<file path="src/rtl/gs_guncelleme_zamanlayici.sv">
// gs_guncelleme_zamanlayici
//   Sequences gshare update requests from the decode (COZ) and execute (YURUT)
//   stages. Up to one request per cycle is accepted into a small FIFO, and at
//   most one update per cycle is issued to the predictor's update port from
//   registered outputs.
//
// Ports
//   clk_i, rstn_i            clock, synchronous active-low reset
//   coz_*                    decode-stage request (valid/ready, PC, target, taken)
//   yurut_*                  execute-stage request (valid/ready, PC, target, taken)
//   temizle_i                flush: drop every queued entry, accept nothing this cycle
//   durdur_i                 hold issue to the predictor this cycle
//   gs_*                     registered update strobe and payload to the predictor
//   kuyruk_dolu_o            FIFO full (registered)
//
// Build option
//   GS_SAYAC_EN              adds sayac_guncelleme_o, sayac_atilan_o and
//                            sayac_dolu_o event counters (32-bit, wrapping).
//
// Arbitration: YURUT wins by default; COZ wins when it is the only requester or
// when it has already lost ACLIK_SINIRI consecutive cycles. coz_hazir_o and
// yurut_hazir_o are combinational, since they depend on this cycle's requests.

module gs_guncelleme_zamanlayici #(
  parameter int unsigned KUYRUK_DERINLIGI = 4,
  parameter int unsigned ACLIK_SINIRI     = 3
) (
  input  logic        clk_i,
  input  logic        rstn_i,
  input  logic        coz_gecerli_i,
  output logic        coz_hazir_o,
  input  logic [31:0] coz_ps_i,
  input  logic [31:0] coz_hedef_ps_i,
  input  logic        coz_dallanma_oldu_i,
  input  logic        yurut_gecerli_i,
  output logic        yurut_hazir_o,
  input  logic [31:0] yurut_ps_i,
  input  logic [31:0] yurut_hedef_ps_i,
  input  logic        yurut_dallanma_oldu_i,
  input  logic        temizle_i,
  input  logic        durdur_i,
  output logic        gs_guncelle_o,
  output logic [31:0] gs_dallanma_olan_ps_o,
  output logic [31:0] gs_dallanilan_ps_o,
  output logic        gs_dallanma_oldu_o,
  output logic        kuyruk_dolu_o
`ifdef GS_SAYAC_EN
  ,
  output logic [31:0] sayac_guncelleme_o,
  output logic [31:0] sayac_atilan_o,
  output logic [31:0] sayac_dolu_o
`endif
);

  localparam int unsigned PS_W    = 32;
  localparam int unsigned ADR_W   = (KUYRUK_DERINLIGI > 1) ? $clog2(KUYRUK_DERINLIGI) : 1;
  localparam int unsigned SAY_W   = ADR_W + 1;
  localparam int unsigned ACLIK_W = $clog2(ACLIK_SINIRI + 1);

  localparam logic [SAY_W-1:0]   DOLU_SAYI = SAY_W'(KUYRUK_DERINLIGI);
  localparam logic [ACLIK_W-1:0] ACLIK_UST = ACLIK_W'(ACLIK_SINIRI);

  typedef struct packed {
    logic [PS_W-1:0] ps;
    logic [PS_W-1:0] hedef;
    logic            oldu;
  } kayit_t;

  // FIFO storage and bookkeeping
  kayit_t              kuyruk_q [KUYRUK_DERINLIGI];
  logic [ADR_W-1:0]    yaz_ptr_q, yaz_ptr_d;
  logic [ADR_W-1:0]    oku_ptr_q, oku_ptr_d;
  logic [SAY_W-1:0]    sayi_q, sayi_d;
  logic                dolu_q, dolu_d;
  logic [ACLIK_W-1:0]  aclik_q, aclik_d;

  // Per-cycle decisions
  logic   bos_c;
  logic   cek_c;
  logic   kabul_c;
  logic   coz_oncelik_c;
  logic   coz_izin_c;
  logic   yurut_izin_c;
  logic   yaz_c;
  kayit_t yaz_veri_c;
  kayit_t bas_c;

  // Arbitration, ready generation and dequeue decision
  always_comb begin
    bos_c         = (sayi_q == '0);
    // Flush suppresses dequeue so that queued entries are dropped, not issued.
    cek_c         = !bos_c && !durdur_i && !temizle_i;
    // Full FIFO accepts only when a slot frees in the same cycle.
    kabul_c       = rstn_i && !temizle_i && (!dolu_q || cek_c);
    coz_oncelik_c = (aclik_q == ACLIK_UST) || !yurut_gecerli_i;

    coz_hazir_o   = kabul_c && coz_oncelik_c;
    yurut_hazir_o = kabul_c && !(coz_gecerli_i && coz_oncelik_c);

    coz_izin_c    = coz_gecerli_i && coz_hazir_o;
    yurut_izin_c  = yurut_gecerli_i && yurut_hazir_o && !coz_izin_c;
    yaz_c         = coz_izin_c || yurut_izin_c;

    if (coz_izin_c) begin
      yaz_veri_c = '{ps: coz_ps_i, hedef: coz_hedef_ps_i, oldu: coz_dallanma_oldu_i};
    end else begin
      yaz_veri_c = '{ps: yurut_ps_i, hedef: yurut_hedef_ps_i, oldu: yurut_dallanma_oldu_i};
    end

    bas_c = kuyruk_q[oku_ptr_q];
  end

  // Next-state for pointers, occupancy and starvation counter
  always_comb begin
    yaz_ptr_d = yaz_ptr_q;
    oku_ptr_d = oku_ptr_q;
    sayi_d    = sayi_q;
    aclik_d   = aclik_q;

    if (temizle_i) begin
      yaz_ptr_d = '0;
      oku_ptr_d = '0;
      sayi_d    = '0;
    end else begin
      if (yaz_c) begin
        yaz_ptr_d = yaz_ptr_q + ADR_W'(1);
      end
      if (cek_c) begin
        oku_ptr_d = oku_ptr_q + ADR_W'(1);
      end
      case ({yaz_c, cek_c})
        2'b10:   sayi_d = sayi_q + SAY_W'(1);
        2'b01:   sayi_d = sayi_q - SAY_W'(1);
        default: sayi_d = sayi_q;
      endcase
    end

    dolu_d = (sayi_d == DOLU_SAYI);

    // COZ losing while valid ages it toward forced priority.
    if (temizle_i || !coz_gecerli_i || coz_izin_c) begin
      aclik_d = '0;
    end else if (aclik_q != ACLIK_UST) begin
      aclik_d = aclik_q + ACLIK_W'(1);
    end
  end

  // State registers
  always_ff @(posedge clk_i) begin
    if (!rstn_i) begin
      yaz_ptr_q <= '0;
      oku_ptr_q <= '0;
      sayi_q    <= '0;
      dolu_q    <= 1'b0;
      aclik_q   <= '0;
    end else begin
      yaz_ptr_q <= yaz_ptr_d;
      oku_ptr_q <= oku_ptr_d;
      sayi_q    <= sayi_d;
      dolu_q    <= dolu_d;
      aclik_q   <= aclik_d;
    end
  end

  // Entry storage; contents are don't-care until written, so no reset
  always_ff @(posedge clk_i) begin
    if (yaz_c) begin
      kuyruk_q[yaz_ptr_q] <= yaz_veri_c;
    end
  end

  // Predictor update port; payload holds its last value between updates
  always_ff @(posedge clk_i) begin
    if (!rstn_i) begin
      gs_guncelle_o         <= 1'b0;
      gs_dallanma_olan_ps_o <= '0;
      gs_dallanilan_ps_o    <= '0;
      gs_dallanma_oldu_o    <= 1'b0;
    end else begin
      gs_guncelle_o <= cek_c;
      if (cek_c) begin
        gs_dallanma_olan_ps_o <= bas_c.ps;
        gs_dallanilan_ps_o    <= bas_c.hedef;
        gs_dallanma_oldu_o    <= bas_c.oldu;
      end
    end
  end

  assign kuyruk_dolu_o = dolu_q;

`ifdef GS_SAYAC_EN
  // Event counters: issued updates, flushed entries, full cycles
  always_ff @(posedge clk_i) begin
    if (!rstn_i) begin
      sayac_guncelleme_o <= '0;
      sayac_atilan_o     <= '0;
      sayac_dolu_o       <= '0;
    end else begin
      if (cek_c) begin
        sayac_guncelleme_o <= sayac_guncelleme_o + 32'd1;
      end
      if (temizle_i) begin
        sayac_atilan_o <= sayac_atilan_o + 32'(sayi_q);
      end
      if (dolu_q) begin
        sayac_dolu_o <= sayac_dolu_o + 32'd1;
      end
    end
  end
`endif

endmodule

</file>
<file path="config.mk">
export PLATFORM = sky130hd
export DESIGN_NAME = gs_guncelleme_zamanlayici
export DESIGN_NICKNAME = d
export VERILOG_FILES = /design/src/rtl/gs_guncelleme_zamanlayici.sv
export SDC_FILE = /design/constraint.sdc
export NUM_CORES = 1
export LEC_CHECK = 0
export ABC_AREA = 0
export BUFFER_PORTS_ARGS = -buffer_cell sky130_fd_sc_hd__buf_2
export CORE_ASPECT_RATIO = 1.25
export CORE_UTILIZATION = 50
export CTS_CLUSTER_DIAMETER = 80
export DETAILED_ROUTE_END_ITERATION = 16
export PLACE_DENSITY = 0.75
export SLEW_MARGIN = 0
export SYNTH_ARGS = -nofsm -noshare
export SYNTH_HDL_FRONTEND = slang
export SYNTH_SLANG_ARGS = --single-unit
</file>
<file path="constraint.sdc">
create_clock -name clk_i -period 3.6 [get_ports clk_i]
set_input_delay 1.08 -clock clk_i [delete_from_list [all_inputs] [get_ports clk_i]]
set_output_delay 1.08 -clock clk_i [all_outputs]
set_load 0.02 [all_outputs]
</file>
==> metrics.txt <==
status=finished clean; multi-input logic area=3440 µm²; TritonRoute pass-1 iters=5; largest net degree at the start of global routing=68; Mapped Area=13,000 µm²; share of layout cells above drive strength 1=47.1%; worst-skew pair later-pin latency=0.55 ns; Pwr Density=518 nW/µm²; first-pass GRT wire length=37.8 mm; Fin Setup TNS=0 ns; CTS Sinks=336; hold crit path type=reg -> reg; Die Wd=146 µm; Synth Area per Inst=20.5 µm²; Compound-Gate Fraction of Synth Area=5.29%; Detailed Route Iter0 Violations=334; Routed Antenna Nets=0; post-cts resize count=0; Slew Viols, Final=0; post-CTS repair timing setup buffer count=0; Final WS setup=0.490 ns; Most Used Layer, Global Route=met2; Mapped Cells=635; routability congestion estimate from global placement=0.787; Synth area leader=edfxtp_1; Max Cap Viol=0; core area=25,500 µm²; Yosys top cell area share=59.9%; Critical Path Fanout Max=7; Seq/Total Area, Yosys=71.6%; static leakage=5.82 nW; grt total ovfl=0; dpl hpwl=14.9 mm; mux share of post-synthesis cell area=18.4%; R2R Setup Slk=1.02 ns; diode count=0; ys flop type=edfxtp_1; Yosys Warn Count=0; Async S/R FF share, synth=0%; Post-Place Setup Slack=0.265 ns; RSZ-0062 raised after global routing=no; adder-cell share of the synthesized area=0.730%; Worst setup EP type=output pin; met1 GRT Util=22.4%; FP Rows=65; initial core utilization=51.2%; DIE AREA=26,700 µm²; Nets=996; final setup violating endpoints=0; met2 Resource Use GR=33.4%; Overall Global Routing Usage=18.4%; root buffer cell=clkbuf_16; Max Clock Skew=0.00495 ns; DR vias=6,667; M3 GR Usage=2.78%; final worst path period share=86.4%; Peak VDD IR=0.368 mV; initial antenna violation count=0; H-tree Lvls=1; Max Buffers Root-to-Sink=3; Post-Synth XOR/XNOR Area=0.134%; fillcell total=1,826; Critical Path RT=2.52 ns; Least-Margin Pin Slew=1.03 ns; # hold bufs at CTS=0; final hold viol count=0; Cell variety after synth=44; startpoint types=input pin; # port buffers=204; FF+latch count, synth=336; Mapped Nets=778; vias per cell=5.51; top cells by count, synth=edfxtp_1 (260), dfxtp_1 (76), a22o_1 (65), mux4_2 (65), mux2_4 (50); main combinational cell family by area after synthesis=multiplexers; maximum clock rate=322 MHz; Detailed Route WL=24.4 mm; DR WL/cell=20.1 µm; CTS Buf Count=31; WP data arrival=2.03 ns; Post-synth EDFFs=260; CTS tree=built; Remaining DRCs=0; most common cell in the netlist=edfxtp_1; clock slew at reported path FFs=0.06 ns; Setup CP Type=in -> out; clock period minus worst slack=3.11 ns; storage element area=9340 µm²; Rel. slew slack=31.1%; Synth Area in Simple Gates=1.65%; Die H=182 µm; synth top area cells=edfxtp_1 (60%), dfxtp_1 (12%), mux4_2 (11%), mux2_4 (5.8%), a22o_1 (4.4%); Boundary Pins=205; number of global-route vias before repair=6,999; Syn-to-layout area delta=19.8%
cells in the final DEF, fill, tap and decap left out, drive strengths merged, types with 3 or more instances in the layout:
cell,instances
bufinv,7
dfxtp,76
and2,4
buf,223
mux4,65
clkbuf,40
nand2,3
clkinv,6
nor2,7
edfxtp,260
a21oi,4
inv,5
ha,6
nor3,3
a22o,65
mux2,65
routing by layer:
metal,up-vias,routed length (µm),part of all wire [%]
met3,46,993,4.1
met4,0,645,2.6
li1,3059,-,-
met1,3375,9950,41
met2,187,12800,52
met5,-,0,0
stage by stage:
step           hold slack (ns)  power, mW  area [µm²]  utilization (%)  instances
2_1_floorplan            0.449       4.55       13000                -        635
3_3_place_gp             0.456       4.69       14500             57.0       1155
3_5_place_dp             0.459       4.71       14500             57.0       1155
4_1_cts                  0.476       8.16       15600             61.3       1211
5_1_grt                  0.492       8.33       15600             61.3       1211
6_report                 0.472       8.09       15600             61.3       1211
final cells by class:
| class | instances | share of cell area (%) |
|---|---|---|
| tap | 335 | 2.69 |
| inverter | 4 | 0.0962 |
| clock buffer | 40 | 5.31 |
| timing repair buffer | 223 | 8.42 |
| sequential | 336 | 59.8 |
| clock inverter | 16 | 1.67 |
| multi-input combinational | 257 | 22.0 |
registers in the layout (all words and copies together) (netlist names), 2 cells and up:
register and count:
kuyruk_q 260, gs_dallanilan_ps_o 32, gs_dallanma_olan_ps_o 32, sayi_q 3, aclik_q 2, oku_ptr_q 2, yaz_ptr_q 2
report_power, final:
| part | switching [mW] | internal (mW) | leakage, nW |
|---|---|---|---|
| Sequential | 0.0175 | 4.24 | 2.97 |
| Combinational | 0.175 | 0.182 | 2.32 |
| Clock | 1.35 | 2.12 | 0.525 |
logic make-up after synthesis:
group           Yosys count
flops                   336
fa+ha+maj                 7
buf+inv                  42
simple gates             35
xor+xnor                  2
compound gates           82
mux                     131
critical path, stage by stage:
cell	delay, ns
buf_2	0.13
nand2b_1	0.18
a2111oi_0	0.40
buf_2	0.24
path summary, 6_finish.rpt:
path                                                          start                                   to  depth (start not counted)
worst min register to register  gs_dallanilan_ps_o[28]$_SDFFE_PN0P_  gs_dallanilan_ps_o[28]$_SDFFE_PN0P_                          1
worst max register to register                 sayi_q[0]$_SDFF_PN0_             kuyruk_dolu_o$_SDFF_PN0_                          9
worst min-delay path            gs_dallanilan_ps_o[28]$_SDFFE_PN0P_  gs_dallanilan_ps_o[28]$_SDFFE_PN0P_                          1
worst max-delay path                                      temizle_i                        yurut_hazir_o                          4
(Power assumes the default switching activity.)
